==> src/rtl/mbox_pkg.sv <==
// Shared MBOX definitions: requester indices and the SBUS sequencer state encoding.
package mbox_pkg;

  localparam int NREQ      = 3;
  localparam int REQ_CHAN  = 0;
  localparam int REQ_EBOX  = 1;
  localparam int REQ_SWEEP = 2;

  typedef enum logic [2:0] {
    ST_IDLE,
    ST_START,
    ST_WAIT_ACK,
    ST_XFER,
    ST_DONE
  } sbus_arb_st_t;

endpackage

==> src/rtl/mbox_sbus_arb_if.sv <==
// Requester and SBUS handshake bundle; the arbiter takes the master side.
interface mbox_sbus_arb_if;
  import mbox_pkg::*;

  logic [NREQ-1:0] req;
  logic [NREQ-1:0] wr;
  logic [NREQ-1:0] quad;
  logic [NREQ-1:0] grant;
  logic [1:0]      sel;
  logic [NREQ-1:0] done;
  logic [NREQ-1:0] nxm;
  logic            mem_start;
  logic            mem_wr;
  logic            mem_quad;
  logic            mem_ack;
  logic            mem_dv;

  modport master (
    input  req, wr, quad, mem_ack, mem_dv,
    output grant, sel, done, nxm, mem_start, mem_wr, mem_quad
  );

  modport slave (
    output req, wr, quad, mem_ack, mem_dv,
    input  grant, sel, done, nxm, mem_start, mem_wr, mem_quad
  );

endinterface

==> src/rtl/mbox_arb_pick.sv <==
// Combinational winner picker: fixed priority CHAN > EBOX > SWEEP, with a starvation
// override that lets SWEEP past EBOX (never past CHAN).
module mbox_arb_pick
  import mbox_pkg::*;
(
  input  logic [NREQ-1:0] req,
  input  logic            starve_hit,
  output logic [NREQ-1:0] win_oh,
  output logic [1:0]      win_idx
);

  logic [NREQ-1:0] higher;
  logic [NREQ-1:0] fixed_oh;
  logic            force_sweep;

  for (genvar gi = 0; gi < NREQ; gi++) begin : g_prio
    if (gi == 0) begin : g_first
      assign higher[gi] = 1'b0;
    end else begin : g_rest
      assign higher[gi] = higher[gi-1] | req[gi-1];
    end
    assign fixed_oh[gi] = req[gi] & ~higher[gi];
  end

  // req[SWEEP] is included so a stale saturated count never grants an idle sweeper.
  assign force_sweep = starve_hit & req[REQ_SWEEP] & ~req[REQ_CHAN];

  always_comb begin
    win_oh = fixed_oh;
    if (force_sweep) begin
      win_oh            = '0;
      win_oh[REQ_SWEEP] = 1'b1;
    end
    win_idx = 2'd0;
    for (int i = 0; i < NREQ; i++) begin
      if (win_oh[i]) win_idx = 2'(i);
    end
  end

endmodule

==> src/rtl/mbox_sbus_arb.sv <==
// SBUS cycle arbiter/sequencer: grants one requester, runs a 1- or 4-word cycle with an
// ack/data timeout, and reports done (plus nxm on timeout) back to the winner.
module mbox_sbus_arb
  import mbox_pkg::*;
#(
  parameter int STARVE_LIMIT = 4,
  parameter int TIMEOUT      = 63
) (
  input  logic            clk,
  input  logic            CROBAR,
  mbox_sbus_arb_if.master bus
);

  localparam int TW = $clog2(TIMEOUT + 1);
  localparam int SW = $clog2(STARVE_LIMIT + 1);

  sbus_arb_st_t    state_q, state_d;
  logic [NREQ-1:0] grant_q, grant_d;
  logic [1:0]      sel_q, sel_d;
  logic [NREQ-1:0] done_q, done_d;
  logic [NREQ-1:0] nxm_q, nxm_d;
  logic            start_q, start_d;
  logic            wr_q, wr_d;
  logic            quad_q, quad_d;
  logic [1:0]      wcnt_q, wcnt_d;
  logic [TW-1:0]   tmo_q, tmo_d;
  logic [SW-1:0]   starve_q, starve_d;

  logic            starve_hit;
  logic            grant_evt;
  logic            tmo_hit;
  logic [NREQ-1:0] win_oh;
  logic [1:0]      win_idx;

  assign starve_hit = (starve_q == SW'(STARVE_LIMIT));
  assign tmo_hit    = (tmo_q == TW'(TIMEOUT));

  mbox_arb_pick u_pick (
    .req        (bus.req),
    .starve_hit (starve_hit),
    .win_oh     (win_oh),
    .win_idx    (win_idx)
  );

  always_comb begin
    state_d   = state_q;
    grant_d   = grant_q;
    sel_d     = sel_q;
    wr_d      = wr_q;
    quad_d    = quad_q;
    done_d    = '0;
    nxm_d     = '0;
    start_d   = 1'b0;
    wcnt_d    = wcnt_q;
    tmo_d     = tmo_q;
    starve_d  = starve_q;
    grant_evt = 1'b0;

    case (state_q)
      ST_IDLE: begin
        if (|bus.req) begin
          grant_evt = 1'b1;
          state_d   = ST_START;
          grant_d   = win_oh;
          sel_d     = win_idx;
          wr_d      = |(bus.wr & win_oh);
          quad_d    = |(bus.quad & win_oh);
          start_d   = 1'b1;
        end
      end
      ST_START: begin
        state_d = ST_WAIT_ACK;
        tmo_d   = '0;
      end
      ST_WAIT_ACK: begin
        // A data beat riding on the ack is word 1; a lone data beat is noise.
        if (bus.mem_ack) begin
          tmo_d = '0;
          if (bus.mem_dv && !quad_q) begin
            state_d = ST_DONE;
            done_d  = grant_q;
          end else begin
            state_d = ST_XFER;
            wcnt_d  = bus.mem_dv ? 2'd1 : 2'd0;
          end
        end else if (tmo_hit) begin
          state_d = ST_DONE;
          done_d  = grant_q;
          nxm_d   = grant_q;
        end else begin
          tmo_d = tmo_q + TW'(1);
        end
      end
      ST_XFER: begin
        if (bus.mem_dv) begin
          tmo_d = '0;
          if (!quad_q || wcnt_q == 2'd3) begin
            state_d = ST_DONE;
            done_d  = grant_q;
          end else begin
            wcnt_d = wcnt_q + 2'd1;
          end
        end else if (tmo_hit) begin
          state_d = ST_DONE;
          done_d  = grant_q;
          nxm_d   = grant_q;
        end else begin
          tmo_d = tmo_q + TW'(1);
        end
      end
      ST_DONE: begin
        state_d = ST_IDLE;
        grant_d = '0;
        sel_d   = 2'd0;
        wr_d    = 1'b0;
        quad_d  = 1'b0;
      end
      default: state_d = ST_IDLE;
    endcase

    if (!bus.req[REQ_SWEEP]) begin
      starve_d = '0;
    end else if (grant_evt) begin
      if (win_oh[REQ_SWEEP]) begin
        starve_d = '0;
      end else if (!starve_hit) begin
        starve_d = starve_q + SW'(1);
      end
    end
  end

  always_ff @(posedge clk or posedge CROBAR) begin
    if (CROBAR) begin
      state_q  <= ST_IDLE;
      grant_q  <= '0;
      sel_q    <= 2'd0;
      done_q   <= '0;
      nxm_q    <= '0;
      start_q  <= 1'b0;
      wr_q     <= 1'b0;
      quad_q   <= 1'b0;
      wcnt_q   <= 2'd0;
      tmo_q    <= '0;
      starve_q <= '0;
    end else begin
      state_q  <= state_d;
      grant_q  <= grant_d;
      sel_q    <= sel_d;
      done_q   <= done_d;
      nxm_q    <= nxm_d;
      start_q  <= start_d;
      wr_q     <= wr_d;
      quad_q   <= quad_d;
      wcnt_q   <= wcnt_d;
      tmo_q    <= tmo_d;
      starve_q <= starve_d;
    end
  end

  assign bus.grant     = grant_q;
  assign bus.sel       = sel_q;
  assign bus.done      = done_q;
  assign bus.nxm       = nxm_q;
  assign bus.mem_start = start_q;
  assign bus.mem_wr    = wr_q;
  assign bus.mem_quad  = quad_q;

endmodule
==> src/flat_wrapper.sv <==
// flat-port wrapper written by rule: the top's interface ports become plain ports
module mbox_sbus_arb_flat import mbox_pkg::*;
#(
  parameter int STARVE_LIMIT = 4,
  parameter int TIMEOUT      = 63
)
  (clk, CROBAR, bus_req, bus_wr, bus_quad, bus_mem_ack, bus_mem_dv, bus_grant, bus_sel, bus_done, bus_nxm, bus_mem_start, bus_mem_wr, bus_mem_quad);
  mbox_sbus_arb_if bus_i ();
  input  logic clk;
  input  logic CROBAR;
  input wire logic [$bits(bus_i.req)-1:0] bus_req;
  input wire logic [$bits(bus_i.wr)-1:0] bus_wr;
  input wire logic [$bits(bus_i.quad)-1:0] bus_quad;
  input wire logic [$bits(bus_i.mem_ack)-1:0] bus_mem_ack;
  input wire logic [$bits(bus_i.mem_dv)-1:0] bus_mem_dv;
  output wire logic [$bits(bus_i.grant)-1:0] bus_grant;
  output wire logic [$bits(bus_i.sel)-1:0] bus_sel;
  output wire logic [$bits(bus_i.done)-1:0] bus_done;
  output wire logic [$bits(bus_i.nxm)-1:0] bus_nxm;
  output wire logic [$bits(bus_i.mem_start)-1:0] bus_mem_start;
  output wire logic [$bits(bus_i.mem_wr)-1:0] bus_mem_wr;
  output wire logic [$bits(bus_i.mem_quad)-1:0] bus_mem_quad;
  assign bus_i.req = bus_req;
  assign bus_i.wr = bus_wr;
  assign bus_i.quad = bus_quad;
  assign bus_i.mem_ack = bus_mem_ack;
  assign bus_i.mem_dv = bus_mem_dv;
  assign bus_grant = bus_i.grant;
  assign bus_sel = bus_i.sel;
  assign bus_done = bus_i.done;
  assign bus_nxm = bus_i.nxm;
  assign bus_mem_start = bus_i.mem_start;
  assign bus_mem_wr = bus_i.mem_wr;
  assign bus_mem_quad = bus_i.mem_quad;
  mbox_sbus_arb #(.STARVE_LIMIT(STARVE_LIMIT), .TIMEOUT(TIMEOUT)) u_core (.clk(clk), .CROBAR(CROBAR), .bus(bus_i));
endmodule
==> config.mk <==
export PLATFORM = sky130hd
export DESIGN_NAME = mbox_sbus_arb_flat
export DESIGN_NICKNAME = d
export VERILOG_FILES = /design/src/rtl/mbox_pkg.sv /design/src/rtl/mbox_sbus_arb_if.sv /design/src/rtl/mbox_arb_pick.sv /design/src/rtl/mbox_sbus_arb.sv /design/src/flat_wrapper.sv
export SDC_FILE = /design/constraint.sdc
export NUM_CORES = 1
export LEC_CHECK = 0
export CAP_MARGIN = 20
export CORE_ASPECT_RATIO = 0.6
export CORE_MARGIN = 2
export CORE_UTILIZATION = 45
export CTS_CLUSTER_SIZE = 40
export DETAILED_ROUTE_END_ITERATION = 10
export PLACE_DENSITY = 0.71
export SYNTH_ARGS = -nofsm -noshare
export SYNTH_HDL_FRONTEND = slang
export SYNTH_SLANG_ARGS = --single-unit
==> constraint.sdc <==
create_clock -name clk -period 2.35 [get_ports clk]
set_input_delay 0.3525 -clock clk [delete_from_list [all_inputs] [get_ports clk]]
set_output_delay 0.3525 -clock clk [all_outputs]
set_load 0.01 [all_outputs]
# [Yosys cells after proc, flatten, opt, wreduce, memory -nomap -nowiden]
# Cells that the tools add are included.
[totals] word_cells=95 ff_bits=28 out_inout_bits=14
[classes] reduce_logical=14 n_bitwise=9 n_addsub=3 n_eq_ne=15 muxes=43
[ops] op="$mux W3" n=19
[ops] op="$mux W6" n=3
[ops] op="$pmux W3 S2" n=3
[ops] op="$pmux W6 S3" n=1
[ops] op="$mux W2" n=6
[ops] op="$pmux W3 S4" n=1
[ops] op="$reduce_or A3 Y1" n=3
[ops] op="$ne A2 B2 Y1 const B" n=4
[ops] op="$pmux W2 S2" n=2
[ops] op="$add A6 B1 Y6 const B" n=1
[ops] op="$and A3 B3 Y3" n=2
[ops] op="$eq A3 B2 Y1 const B" n=2
[ops] op="$eq A3 B3 Y1 const B" n=2
[ops] op="$eq A6 B6 Y1 const B" n=1
[ops] op="$mux W1" n=6
[ops] op="$ne A3 B2 Y1 const B" n=2
[ops] op="$reduce_and A2 Y1" n=3
[ops] op="$reduce_and A5 Y1" n=1
[ops] op="$and A1 B1 Y1" n=4
[ops] op="$ne A2 B1 Y1 const B" n=2
[ops] op="$pmux W1 S2" n=2
[ops] op="$reduce_bool A2 Y1" n=2
[ops] op="$add A3 B1 Y3 const B" n=1
[ops] op="$eq A3 B1 Y1 const B" n=1
[ops] op="other kinds (9)" n=10

# [Logic depth before layout (Yosys ltp)]
# Gate-level depths: netlist of run 1.
[logic_depth] ltp_word=8 depth_mapped=6

# [Modules after synthesis]
# A second synthesis of run 1 with hierarchy kept.
[unflattened] cells_unflattened=142 area_unflattened_um2=1425.1
[modules_own_cells] mod="mbox_sbus_arb" area_each_um2=1381.3 instances=1 seq_area_each_um2=700.7 cells_each=135
[modules_own_cells] mod="mbox_arb_pick" area_each_um2=43.8 instances=1 seq_area_each_um2=0.0 cells_each=7

# [Least setup slack after synthesis of run 1]
# No wires, ideal clock.
[synth_path] kind="flip-flop to flip-flop" from="register u_core.tmo_q[0]" to="register u_core.state_q[0]" synth_period_minus_slack_ps=1455 slack_ps=895 t_arrival_ps=1351 stages_incl_launch_ff=7 setup_ps=104 cell_sequence="dfrtp_1 > ha_1 > and2_1 > clkbuf_1 > a21oi_1 > a31oi_1 > a221oi_1"
[synth_via] elab_chain_len=4 word_cells_on_any_way=5
[synth_lines] item="start, declared" line_no="mbox_sbus_arb.sv:26" rtl="logic [TW-1:0] tmo_q, tmo_d;"
[synth_lines] item="start signal, assigned" line_no="mbox_sbus_arb.sv:155" rtl="tmo_q <= tmo_d;"
[synth_lines] item="$eq A6 B6 Y1 (*)" line_no="mbox_sbus_arb.sv:36" rtl="assign tmo_hit = (tmo_q == TW'(TIMEOUT));"
[synth_lines] item="$mux W3 (*)"
[synth_lines] item="$mux W3, on equally long branches"
[synth_lines] item="$pmux W3 S4 (*)"
[synth_lines] item="end signal, assigned" line_no="mbox_sbus_arb.sv:146" rtl="state_q <= state_d;"
[synth_lines] item="end, declared" line_no="mbox_sbus_arb.sv:17" rtl="sbus_arb_st_t state_q, state_d;"
# Every way passes the cells marked *; elsewhere a longest branch is shown, timed or not.
# A chain may end at the register's enable or synchronous reset.

# [Worst setup path after layout of run 1]
[layout_path] from="register u_core.state_q[2]" to="register u_core.tmo_q[5]"
[layout_via] elab_chain_len=2 word_cells_on_any_way=5
[layout_lines] item="$eq A3 B2 Y1 / $eq A3 B1 Y1 (equally long branches)" line_no="mbox_sbus_arb.sv:59" rtl="case (state_q)"
[layout_lines] item="$pmux W6 S3 / $reduce_bool A3 Y1 (equally long branches)"
# Several ways; a longest one is shown, not always the timed one.

==> impl_table.tex, run 1 <==
\begin{tabular}{lr}
\hline
Metric & Value \\
\hline
\multicolumn{2}{l}{\textbf{Run status}} \\
\quad Status & complete, no violations \\
\multicolumn{2}{l}{\textbf{Synthesis}} \\
\quad Async set-or-reset flop fraction in the synthesized netlist & 1.000 \\
\quad Post-synth EDFFs & 0 \\
\quad Commonest cells in the synthesized netlist & dfrtp\_1 (27), nand2\_1 (13), nor2\_1 (10), o21ai\_0 (10), a21oi\_1 (9) \\
\quad Net count after synthesis & 161 \\
\quad Leading cell type by number of instances after synthesis & dfrtp\_1 \\
\quad Seq/Total Area, Yosys & 0.4737 \\
\quad Post-synthesis instance total & about 140 \\
\quad Cell area after technology mapping & between 1000 and 1500 um2 \\
\quad Ranking of synthesized cells by area & dfrtp\_1 (47\%), ha\_1 (3.5\%), o21ai\_0 (3.5\%), nand2\_1 (3.4\%), a21oi\_1 (3.2\%) \\
\quad Post-synth top area share & 0.4737 \\
\quad Syn. warnings & 0 \\
\quad Flip-flop and latch count after synthesis & 27 \\
\quad Syn avg cell area & 9.905 um2 \\
\quad Yosys cell types & 39 \\
\quad Most common flop cell mapped by yosys & dfrtp\_1 \\
\quad Cell accounting for the most synthesized area & dfrtp\_1 \\
\multicolumn{2}{l}{\textbf{CTS}} \\
\quad Clk\_lat worst skew & 0.28 ns \\
\quad Number of setup buffers added after CTS & 0 \\
\quad Largest buffer count on any clock path & 2 \\
\quad Root Buffer Master & clkbuf\_8 \\
\quad Clock sink count & 27 \\
\quad CTS buffer count & 3 \\
\quad Clock tree from TritonCTS & yes \\
\quad CTS clock-pin slew for the worst setup and hold paths & 0.10 ns \\
\quad Number of hold buffers added after cts & 0 \\
\quad Number of instances resized during post-cts repair & 0 \\
\quad Number of H-tree levels & 1 \\
\multicolumn{2}{l}{\textbf{Critical path}} \\
\quad Largest fanout of any net on the critical path & 14 \\
\quad Endpoint type of the worst setup path & flop \\
\quad Class of the most critical setup path & reg -> reg \\
\quad Kind of start point of the critical path & flop \\
\quad Arrival time at the worst endpoint & 1.99 ns \\
\quad Cell-by-cell listing of the critical path & and2b\_1 > and3\_1 > nor3\_1 > a311oi\_1 \\
\quad Critical-path cell with the highest stage delay & dfrtp\_1 \\
\quad Setup slack of the most critical reg-to-reg path & 0.53 ns \\
\quad Peak per-stage delay on the critical path & 0.53 ns \\
\quad Worst Path Required & 2.51 ns \\
\multicolumn{2}{l}{\textbf{STA}} \\
\quad Fin Clk Skew & 0.006585 ns \\
\quad FMAX & between 500 and 600 MHz \\
\quad Final Hold Vio Count & 0 \\
\quad RSZ-0062 raised after global routing & false \\
\quad Final setup violation count & 0 \\
\quad Setup Total Neg Slack & 0 ns \\
\quad Fin Hold WS & 0.4244 ns \\
\quad Fraction of the cycle the final worst path needs & 0.7763 \\
\quad Number of max-slew violations in the final report & 0 \\
\quad Final period demand of the worst path & 1.824 ns \\
\quad Worst max-slew margin expressed relative to the limit & 0.5930 \\
\quad Worst slew pin tran & 0.6039 ns \\
\multicolumn{2}{l}{\textbf{Floorplan}} \\
\quad Die Y & 47.61 um \\
\quad Floorplan Core Area & about 2900 um2 \\
\quad Chip width & 76.69 um \\
\quad Number of cell rows & 15 \\
\quad Initial core utilization & 0.4841 \\
\quad Die Footprint & 3651 um2 \\
\quad Number of top-level design ports & 27 \\
\multicolumn{2}{l}{\textbf{Global route}} \\
\quad Vias in the first global route & $\sim$1.1k \\
\quad Global-route wire length before repair & 5333 um \\
\quad Global-route usage over all layers & 0.1906 \\
\quad Overflow left after global routing & 0 \\
\quad Initial antenna violation count & 0 \\
\quad Maximum number of pins on one net before global-route repair & 28 \\
\multicolumn{2}{l}{\textbf{Cells and area}} \\
\quad Fraction of final layout cells with drive strength greater than 1 & 0.05952 \\
\quad Layout Nets & 186 \\
\quad Number of fill cells in the layout & approximately 260 \\
\quad Layout-stage area growth over the synthesis result & 22.81\% \\
\quad Number of diodes added for antenna fixing & 0 \\
\quad Seq. cell area & 675.6 um2 \\
\quad Multi-input gate area in the final layout & a little under 700 um2 \\
\quad Final cell area excluding filler cells & around 1800 um2 \\
\multicolumn{2}{l}{\textbf{Routing}} \\
\quad Routed vias & 1,198 \\
\quad Average vias per placed instance & 5.705 \\
\quad Routed wire length per instance & 14.90 um \\
\quad Number of violations reported at the end of detailed-routing iteration 0 & 37 \\
\quad First-pass detailed-route iteration total & 4 \\
\quad Final routed wirelength across all metal layers & 3129 um \\
\quad DRC errors left & 0 \\
\quad ANT nets after route & 0 \\
\multicolumn{2}{l}{\textbf{Power}} \\
\quad Power consumption & 1741 uW \\
\quad Leakage dissipation & $\sim$0.00077 uW \\
\quad P per Cell Area & 993.8 nW/um2 \\
\quad Worst vdd ir & 0.4906 mV \\
\multicolumn{2}{l}{\textbf{Placement}} \\
\quad Placed Area & 1703 um2 \\
\quad Routability cong. & $\sim$0.90 \\
\quad Number of buffers added on ports & 26 \\
\quad Sum of net half-perimeters after detailed placement & around 2300 um \\
\multicolumn{2}{l}{\textbf{Worst hold path}} \\
\quad Worst min path class & in -> async \\
\multicolumn{2}{l}{\textbf{Job}} \\
\quad Number of violations of the max-capacitance limit & 0 \\
\hline
\end{tabular}
==> flip-flops by register name, indices dropped and copies added, names as in the netlist <==
| name | flops |
|---|---|
| u_core.tmo_q | 6 |
| u_core.bus.done | 3 |
| u_core.bus.nxm | 3 |
| u_core.starve_q | 3 |
| u_core.state_q | 3 |
| u_core.bus.grant | 2 |
| u_core.bus.sel | 2 |
| u_core.wcnt_q | 2 |
| u_core.bus.mem_quad | 1 |
| u_core.bus.mem_start | 1 |
| u_core.bus.mem_wr | 1 |
==> critical path, delay by kind of cell, from the launching register on <==
| kind | cells | cell delay (ns) |
|---|---|---|
| AO/OA/AOI/OAI | 1 | 0.31 |
| flip-flops | 1 | 0.53 |
| AND/OR/NAND/NOR | 3 | 0.85 |
==> metrics by stage <==
stage | setup slack, ns | std cells | utilization
after global routing | 0.3551 | 210 | 0.5945
after global placement | 0.3647 | 206 | 0.5779
after detailed placement | 0.2906 | 206 | 0.5779
after floorplan | 0.8955 | 144 | -
after CTS | 0.5575 | 210 | 0.5945
final | 0.5257 | 210 | 0.5945
==> layout by cell type, fill, tap and decap left out, types with 2 or more instances in the layout <==
| cell type | synthesis | routed |
|---|---|---|
| nor3_1 | 4 | 4 |
| nor2_1 | 10 | 10 |
| a21o_1 | 3 | 3 |
| and3_1 | 5 | 5 |
| nand3_1 | 4 | 4 |
| dfrtp_1 | 27 | 27 |
| o21ai_0 | 10 | 10 |
| a21oi_1 | 9 | 9 |
| a32o_1 | 2 | 2 |
| clkdlybuf4s50_1 | 0 | 26 |
| a22o_1 | 2 | 2 |
| nand2b_1 | 3 | 3 |
| clkbuf_8 | 0 | 3 |
| nand2_1 | 13 | 13 |
| a22oi_1 | 4 | 4 |
| and2_1 | 5 | 5 |
| a311oi_1 | 3 | 3 |
| a31oi_1 | 3 | 3 |
| a211o_1 | 2 | 2 |
| inv_1 | 7 | 7 |
| buf_4 | 1 | 2 |
| ha_1 | 4 | 4 |
==> per-layer routing <==
metal / vias up / wire length, um / global-route usage
met1: 588 / 1619 / 0.2709
li1: 573 / - / -
met2: 33 / 1330 / 0.3035
met3: 4 / 149 / 0.04151
met5: - / 0 / 0
met4: 0 / 29 / 0.05455
==> area by class of cell <==
type / count / area share
clock buffer: 3 / 0.02357
clock inverter: 1 / 0.004286
inverter: 7 / 0.01500
multi-input combinational: 102 / 0.3843
sequential: 27 / 0.3857
tap: 42 / 0.03000
timing repair buffer: 28 / 0.1571
==> worst paths after layout <==
| path | cells past startpoint | from | to |
|---|---|---|---|
| worst max-delay path | 4 | u_core.state_q[2]$_DFFE_PP0P_ | u_core.tmo_q[5]$_DFFE_PP0P_ |
| worst min-delay path | 3 | CROBAR | u_core.bus.nxm[1]$_DFF_PP0_ |
| worst max register to register | 4 | u_core.state_q[2]$_DFFE_PP0P_ | u_core.tmo_q[5]$_DFFE_PP0P_ |
| worst min register to register | 1 | u_core.bus.sel[0]$_DFFE_PP0P_ | u_core.bus.sel[0]$_DFFE_PP0P_ |
| max in group asynchronous | 3 | CROBAR | u_core.tmo_q[5]$_DFFE_PP0P_ |
| min in group clk | 1 | u_core.bus.sel[0]$_DFFE_PP0P_ | u_core.bus.sel[0]$_DFFE_PP0P_ |
==> power by group <==
part	internal (uW)	total, uW	switching [uW]
clock network	121	275	154
registers	585	733	148
logic	356	733	376
==> cell families (layout without fill, tap and decap cells) <==
group	after synthesis	in the layout	share of synthesized area
adder cells (fa/ha/maj)	4	4	0.03509
flip-flops	27	27	0.4737
AO/OA/AOI/OAI	45	45	0.2404
buffers and inverters	15	39	0.05439
AND/OR/NAND/NOR	52	52	0.1895
multiplexers	1	1	0.007018
Power figures use the tool's default switching activity.
==> run 2: changes to the inputs <==
--- a/config.mk
+++ b/config.mk
@@ -11,7 +11,7 @@
 export CORE_UTILIZATION = 45
 export CTS_CLUSTER_SIZE = 40
 export DETAILED_ROUTE_END_ITERATION = 10
-export PLACE_DENSITY = 0.71
+export PLACE_DENSITY = 0.73
 export SYNTH_ARGS = -nofsm -noshare
 export SYNTH_HDL_FRONTEND = slang
 export SYNTH_SLANG_ARGS = --single-unit
==> constraint.sdc (replaced) <==
create_clock -name clk -period 1.5 [get_ports clk]
set_input_delay 0.225 -clock clk [delete_from_list [all_inputs] [get_ports clk]]
set_output_delay 0.225 -clock clk [all_outputs]
set_load 0.01 [all_outputs]
==> run 2 against run 1 <==
Net effect: fmax is 20% higher; the run now ends with setup timing left; highest routed layer unchanged; first-iteration DRC count grew 110%; die area stayed put; largest cell class is now multi-input combinational cells; via count increased by 16%; hold slack got worse by 0.13 ns; sequential power increased by 50%; utilization up 13 points; clock power grew 53%.
==> impl_table.tex, run 2 (synthesis gave the netlist of run 1 again) <==
\begin{tabular}{lr}
\hline
Metric & Value \\
\hline
\multicolumn{2}{l}{\textbf{Run status}} \\
\quad Status & finished, violations left \\
\quad Failing checks & setup timing \\
\multicolumn{2}{l}{\textbf{Floorplan}} \\
\quad Number of cell rows & 15 (unchanged) \\
\quad Floorplan Core Area & 2947 um2 (unchanged) \\
\quad Die Footprint & 3651 um2 (unchanged) \\
\quad Chip width & 76.69 um (unchanged) \\
\quad Die Y & 47.61 um (unchanged) \\
\quad Number of top-level design ports & 27 (unchanged) \\
\quad Initial core utilization & 0.4841 (unchanged) \\
\multicolumn{2}{l}{\textbf{Cells and area}} \\
\quad Multi-input gate area in the final layout & 754.5 um2 (+12\%) \\
\quad Number of fill cells in the layout & 221 (-14\%) \\
\quad Number of flip-flops under the largest register name & 6 (unchanged) \\
\quad Final cell area excluding filler cells & 2132 um2 (+22\%) \\
\quad Leading cell type in the layout, fill and taps excluded & buf\_4 \\
\quad Layout-stage area growth over the synthesis result & 49.47\% \\
\quad Register with the most flip-flops & u\_core.tmo\_q \\
\quad Number of diodes added for antenna fixing & 0 (unchanged) \\
\quad Layout Nets & 225 (+21\%) \\
\quad Top library cells by usage in the layout, fill and taps aside & buf\_4 (41), dfrtp\_1 (25), clkdlybuf4s50\_1 (23) \\
\quad Fraction of final layout cells with drive strength greater than 1 & 0.3043 (+0.2448) \\
\quad Seq. cell area & 678.2 um2 (+0.37\%) \\
\multicolumn{2}{l}{\textbf{STA}} \\
\quad Number of max-slew violations in the final report & 0 (unchanged) \\
\quad Setup Total Neg Slack & -0.07067 ns (-0.07067 ns) \\
\quad Worst max-slew margin expressed relative to the limit & 0.7208 (+0.1277) \\
\quad FMAX & 656.2 MHz (+20\%) \\
\quad Worst slew pin tran & 0.4174 ns (-0.1864 ns) \\
\quad Final period demand of the worst path & 1.524 ns (-0.3004 ns) \\
\quad Fin Clk Skew & 0.004208 ns (-0.002376 ns) \\
\quad Final setup violation count & 4 (+4) \\
\quad Min setup slack post-route & -0.02395 ns (-0.5496 ns) \\
\quad Final Hold Vio Count & 0 (unchanged) \\
\quad RSZ-0062 raised after global routing & true \\
\quad Fraction of the cycle the final worst path needs & 1.016 (+0.2397) \\
\multicolumn{2}{l}{\textbf{Global route}} \\
\quad Vias in the first global route & 1,259 (+16\%) \\
\quad Global-route wire length before repair & 5982 um (+12\%) \\
\quad Overflow left after global routing & 0 (unchanged) \\
\quad Maximum number of pins on one net before global-route repair & 28 (unchanged) \\
\quad Global-route usage over all layers & 0.2137 (+0.02311) \\
\quad Initial antenna violation count & 0 (unchanged) \\
\multicolumn{2}{l}{\textbf{CTS}} \\
\quad Number of hold buffers added after cts & 0 (unchanged) \\
\quad Clk\_lat worst skew & 0.27 ns (about the same) \\
\quad CTS buffer count & 3 (unchanged) \\
\quad CTS clock-pin slew for the worst setup and hold paths & 0.09 ns (about the same) \\
\quad Largest buffer count on any clock path & 2 (unchanged) \\
\quad Root Buffer Master & clkbuf\_8 \\
\quad Clock tree from TritonCTS & yes \\
\quad Number of H-tree levels & 1 (unchanged) \\
\quad Clock sink count & 27 (unchanged) \\
\multicolumn{2}{l}{\textbf{Critical path}} \\
\quad Arrival time at the worst endpoint & 1.74 ns (-0.25 ns) \\
\quad R2r worst-path depth & 5 (+1) \\
\quad Largest fanout of any net on the critical path & 4 (-10) \\
\quad Worst Path Required & 1.72 ns (-0.79 ns) \\
\quad Kind of start point of the critical path & flop \\
\quad Class of the most critical setup path & reg -> reg \\
\quad Endpoint type of the worst setup path & flop \\
\multicolumn{2}{l}{\textbf{Power}} \\
\quad Worst vdd ir & 0.8638 mV (+76\%) \\
\quad Power consumption & 3347 uW (+92\%) \\
\quad Leakage dissipation & 0.001016 uW (+32\%) \\
\quad P per Cell Area & 1570 nW/um2 (+58\%) \\
\multicolumn{2}{l}{\textbf{Placement}} \\
\quad Number of buffers added on ports & 26 (unchanged) \\
\quad Sum of net half-perimeters after detailed placement & 2774 um (+19\%) \\
\quad Placed Area & 1936 um2 (+14\%) \\
\quad Routability cong. & 0.8970 (-0.36\%) \\
\multicolumn{2}{l}{\textbf{Routing}} \\
\quad First-pass detailed-route iteration total & 4 (unchanged) \\
\quad Routed wire length per instance & 15.27 um (+2.5\%) \\
\quad DRC errors left & 0 (unchanged) \\
\quad Average vias per placed instance & 5.558 (-2.6\%) \\
\quad Number of violations reported at the end of detailed-routing iteration 0 & 76 (+110\%) \\
\quad Final routed wirelength across all metal layers & 3803 um (+22\%) \\
\quad Routed vias & 1,384 (+16\%) \\
\quad ANT nets after route & 0 (unchanged) \\
\multicolumn{2}{l}{\textbf{Job}} \\
\quad Number of violations of the max-capacitance limit & 0 (unchanged) \\
\multicolumn{2}{l}{\textbf{Worst hold path}} \\
\quad Worst min path class & in -> async \\
\hline
\end{tabular}
## run 2: cell types whose count changed in the layout (fill, tap and decap cells not counted), moves of 3 or more
cell and delta:
o21ai_0 -4, o21ai_1 +4, clkdlybuf4s50_1 -3, buf_4 +39
## run 2: path summary, 6_finish.rpt
check	start	to	slack (ns)
setup reg to reg	u_core.tmo_q[0]$_DFFE_PP0P_	u_core.bus.done[2]$_DFF_PP0_	-0.02
min in group clk	u_core.bus.sel[0]$_DFFE_PP0P_	u_core.bus.sel[0]$_DFFE_PP0P_	0.50
setup / recovery	u_core.tmo_q[0]$_DFFE_PP0P_	u_core.bus.done[2]$_DFF_PP0_	-0.02
hold reg to reg	u_core.bus.sel[0]$_DFFE_PP0P_	u_core.bus.sel[0]$_DFFE_PP0P_	0.50
hold / removal	CROBAR	u_core.bus.nxm[2]$_DFF_PP0_	0.29
max in group asynchronous	CROBAR	u_core.state_q[0]$_DFFE_PP0P_	0.92
## run 2: critical path, stage by stage, from the launching register on
cell and delay (ns):
dfrtp_1 0.40, ha_4 0.17, nand2_4 0.06, o311a_4 0.36, a211oi_4 0.30, and2_1 0.17
## run 2: cell type report
type	instances	share of cell area
Multi-Input combinational cell	102	0.3539
Sequential cell	27	0.3181
Timing Repair Buffer	67	0.2682
Tap cell	42	0.02465
Clock buffer	3	0.01937
Inverter	7	0.01232
Clock inverter	1	0.003521
## run 2: what timing repair did
action                                  CTS  global route
endpoints found under the setup margin    8            18
gates resized for setup                   7            19
setup buffers                             2             6
pin swaps                                 5             9
## run 2: power breakdown
part           switching (uW)  internal (uW)  leakage (uW)  total [uW]
combinational             829            995      0.000637        1820
sequential                180            923      0.000358        1100
clock                     231            189     0.0000217         420
total                    1240           2110       0.00102        3350
## run 2: routing by layer
layer,global-route usage,vias up,wire length (um)
met5,0,-,0
li1,-,654,-
met1,0.2959,680,1830
met3,0.04151,4,214
met4,0.04000,0,19
met2,0.3667,46,1739
## run 2: stage by stage
step | hold slack [ns] | setup WS, ns | util | std cells
3_3_place_gp | 0.4701 | -0.1592 | 0.6569 | 237
4_1_cts | 0.3041 | 0.00007583 | 0.6854 | 243
3_5_place_dp | 0.4848 | -0.2202 | 0.6569 | 237
5_1_grt | 0.3216 | -0.07827 | 0.7236 | 249
2_1_floorplan | 0.2777 | 0.04547 | - | 144
6_report | 0.2949 | -0.02395 | 0.7236 | 249
==> run 3: changes to the inputs <==
--- a/config.mk
+++ b/config.mk
@@ -7,7 +7,7 @@
 export LEC_CHECK = 0
 export CAP_MARGIN = 20
 export CORE_ASPECT_RATIO = 0.6
-export CORE_MARGIN = 2
+export CORE_MARGIN = 8
 export CORE_UTILIZATION = 45
 export CTS_CLUSTER_SIZE = 40
 export DETAILED_ROUTE_END_ITERATION = 10
==> run 3 against run 2 <==
Net effect: non-clock buffer count down 6; largest power group unchanged; total power down 1.6%; clock-buffer cell count unchanged; the run still ends with setup timing left.
==> impl_table.tex, run 3 (synthesis gave the netlist of run 1 again) <==
\begin{tabular}{lr}
\hline
Metric & Value \\
\hline
\multicolumn{2}{l}{\textbf{Placement}} \\
\quad Routability cong. & 0.9224 (+2.8\%) \\
\quad Number of buffers added on ports & 26 (unchanged) \\
\quad Sum of net half-perimeters after detailed placement & 2817 um (+1.6\%) \\
\multicolumn{2}{l}{\textbf{CTS}} \\
\quad CTS buffer count & 3 (unchanged) \\
\quad Number of H-tree levels & 1 (unchanged) \\
\quad CTS clock-pin slew for the worst setup and hold paths & 0.10 ns (about the same) \\
\quad Clock sink count & 27 (unchanged) \\
\quad Clk\_lat worst skew & 0.27 ns (about the same) \\
\quad Clock tree from TritonCTS & yes \\
\quad Largest buffer count on any clock path & 2 (unchanged) \\
\quad Root Buffer Master & clkbuf\_8 \\
\quad Number of hold buffers added after cts & 0 (unchanged) \\
\multicolumn{2}{l}{\textbf{Critical path}} \\
\quad Arrival time at the worst endpoint & 1.73 ns (about the same) \\
\quad Buf/Inv on CP & 0 (unchanged) \\
\quad Family with the most delay on the worst path & compound AO/OA/AOI/OAI gates \\
\quad Class of the most critical setup path & reg -> reg \\
\quad Peak per-stage delay on the critical path & 0.46 ns (+0.06 ns) \\
\quad Endpoint type of the worst setup path & flop \\
\quad Cell-by-cell listing of the critical path & or3\_4 > a2111oi\_4 > a22oi\_1 > o21ai\_1 \\
\quad Worst Path Required & 1.71 ns (about the same) \\
\quad Critical-path cell with the highest stage delay & dfrtp\_2 \\
\quad Largest fanout of any net on the critical path & 6 (+2) \\
\quad Kind of start point of the critical path & flop \\
\multicolumn{2}{l}{\textbf{Routing}} \\
\quad Final routed wirelength across all metal layers & 3822 um (+0.50\%) \\
\quad Routed vias & 1,326 (-4.2\%) \\
\quad Average vias per placed instance & 5.457 (-1.8\%) \\
\quad First-pass detailed-route iteration total & 4 (unchanged) \\
\quad Number of violations reported at the end of detailed-routing iteration 0 & 91 (+20\%) \\
\quad ANT nets after route & 0 (unchanged) \\
\quad Routed wire length per instance & 15.73 um (+3.0\%) \\
\quad DRC errors left & 0 (unchanged) \\
\multicolumn{2}{l}{\textbf{STA}} \\
\quad Fin Clk Skew & 0.003462 ns (-0.0007468 ns) \\
\quad FMAX & 656.8 MHz (about the same) \\
\quad Worst max-slew margin expressed relative to the limit & 0.7117 (-0.009077) \\
\quad Final Hold Vio Count & 0 (unchanged) \\
\quad RSZ-0062 raised after global routing & true \\
\quad Min setup slack post-route & -0.02256 ns (+0.001390 ns) \\
\quad Worst slew pin tran & 0.4310 ns (+0.01357 ns) \\
\quad Setup Total Neg Slack & -0.03271 ns (+0.03796 ns) \\
\quad Fraction of the cycle the final worst path needs & 1.015 (about the same) \\
\quad Final period demand of the worst path & 1.523 ns (-0.001390 ns) \\
\quad Final setup violation count & 2 (-2) \\
\quad Number of max-slew violations in the final report & 0 (unchanged) \\
\multicolumn{2}{l}{\textbf{Worst hold path}} \\
\quad Worst min path class & in -> async \\
\multicolumn{2}{l}{\textbf{Floorplan}} \\
\quad Die Y & 59.61 um (+25\%) \\
\quad Floorplan Core Area & 2947 um2 (unchanged) \\
\quad Number of top-level design ports & 27 (unchanged) \\
\quad Die Footprint & 5287 um2 (+45\%) \\
\quad Chip width & 88.69 um (+16\%) \\
\quad Number of cell rows & 15 (unchanged) \\
\quad Initial core utilization & 0.4841 (unchanged) \\
\multicolumn{2}{l}{\textbf{Cells and area}} \\
\quad Fraction of final layout cells with drive strength greater than 1 & 0.2935 (-0.01082) \\
\quad Leading cell type in the layout, fill and taps excluded & buf\_4 \\
\quad Layout-stage area growth over the synthesis result & 45.26\% \\
\quad Number of flip-flops under the largest register name & 6 (unchanged) \\
\quad Layout Nets & 219 (-2.7\%) \\
\quad Number of diodes added for antenna fixing & 0 (unchanged) \\
\quad Top library cells by usage in the layout, fill and taps aside & buf\_4 (34), dfrtp\_1 (24), clkdlybuf4s50\_1 (22) \\
\quad Final core area utilization & 0.7032 (-0.02038) \\
\quad Register with the most flip-flops & u\_core.tmo\_q \\
\multicolumn{2}{l}{\textbf{Global route}} \\
\quad Maximum number of pins on one net before global-route repair & 28 (unchanged) \\
\quad Overflow left after global routing & 0 (unchanged) \\
\quad Global-route usage over all layers & 0.1527 (-0.06104) \\
\quad Vias in the first global route & 1,285 (+2.1\%) \\
\quad Global-route wire length before repair & 6223 um (+4.0\%) \\
\quad Initial antenna violation count & 0 (unchanged) \\
\multicolumn{2}{l}{\textbf{Run status}} \\
\quad Status & finished, violations left \\
\quad Failing checks & setup timing \\
\multicolumn{2}{l}{\textbf{Power}} \\
\quad Leakage dissipation & 0.0009863 uW (-2.9\%) \\
\quad Power consumption & 3292 uW (-1.6\%) \\
\quad Worst vdd ir & 0.7859 mV (-9.0\%) \\
\quad P per Cell Area & 1589 nW/um2 (+1.2\%) \\
\multicolumn{2}{l}{\textbf{Job}} \\
\quad Number of violations of the max-capacitance limit & 0 (unchanged) \\
\hline
\end{tabular}
## run 3: cell types whose count changed in the layout (fill, tap and decap cells not counted), sizes merged
cell / change
buf: -6
clkdlybuf4s50: -1
dlymetal6s2s: +1
## run 3: layer usage
layer  part of all wire  global-route usage
met4             0.0060             0.02864
met3              0.094             0.05394
met5                  0                   0
met2               0.44              0.2216
met1               0.46              0.2106
## run 3: metrics by stage
step | hold WS (ns) | area [um2] | setup slack, ns | cells
2_1_floorplan | 0.2777 | 1426 | 0.04547 | 144
3_3_place_gp | 0.4589 | 1898 | -0.1967 | 232
3_5_place_dp | 0.4648 | 1898 | -0.2252 | 232
4_1_cts | 0.3213 | 1988 | -0.01680 | 238
5_1_grt | 0.3481 | 2072 | -0.1274 | 243
6_report | 0.3116 | 2072 | -0.02256 | 243
## run 3: what timing repair did
action / 4_1_cts / 5_1_grt
cloned: 0 / 0
buffers inserted: 2 / 5
gates resized for setup: 12 / 16
endpoints found under the setup margin: 10 / 20
pin swaps: 6 / 7
## run 3: worst paths after layout
path	startpoint	endpoint	slack [ns]	depth (start not counted)
max	u_core.state_q[0]$_DFFE_PP0P_	u_core.bus.mem_wr$_DFFE_PP0P_	-0.02	4
min	CROBAR	u_core.tmo_q[2]$_DFFE_PP0P_	0.31	3
max reg2reg	u_core.state_q[0]$_DFFE_PP0P_	u_core.bus.mem_wr$_DFFE_PP0P_	-0.02	4
min reg2reg	u_core.bus.sel[0]$_DFFE_PP0P_	u_core.bus.sel[0]$_DFFE_PP0P_	0.48	1
max in group asynchronous	CROBAR	u_core.state_q[1]$_DFFE_PP0P_	0.91	3
min in group clk	u_core.bus.sel[0]$_DFFE_PP0P_	u_core.bus.sel[0]$_DFFE_PP0P_	0.48	1
## run 3: power by group
part           internal (uW)  switching, uW
logic                    950            825
clock network            189            237
registers                925            167
total                   2060           1230
## run 3: final cells by class
| class | instances | area [um2] |
|---|---|---|
| Sequential cell | 27 | 679.4 |
| Inverter | 7 | 26.28 |
| Fill cell | 231 | 874.6 |
| Multi-Input combinational cell | 102 | 732.0 |
| Timing Repair Buffer | 61 | 533.0 |
| Tap cell | 42 | 52.55 |
| Clock inverter | 1 | 7.507 |
| Clock buffer | 3 | 41.29 |
## run 3: worst reg2reg max path: stages, from the launching register on
cell       delay, ns
dfrtp_2         0.46
or3_4           0.44
a2111oi_4       0.30
a22oi_1         0.15
o21ai_1         0.10
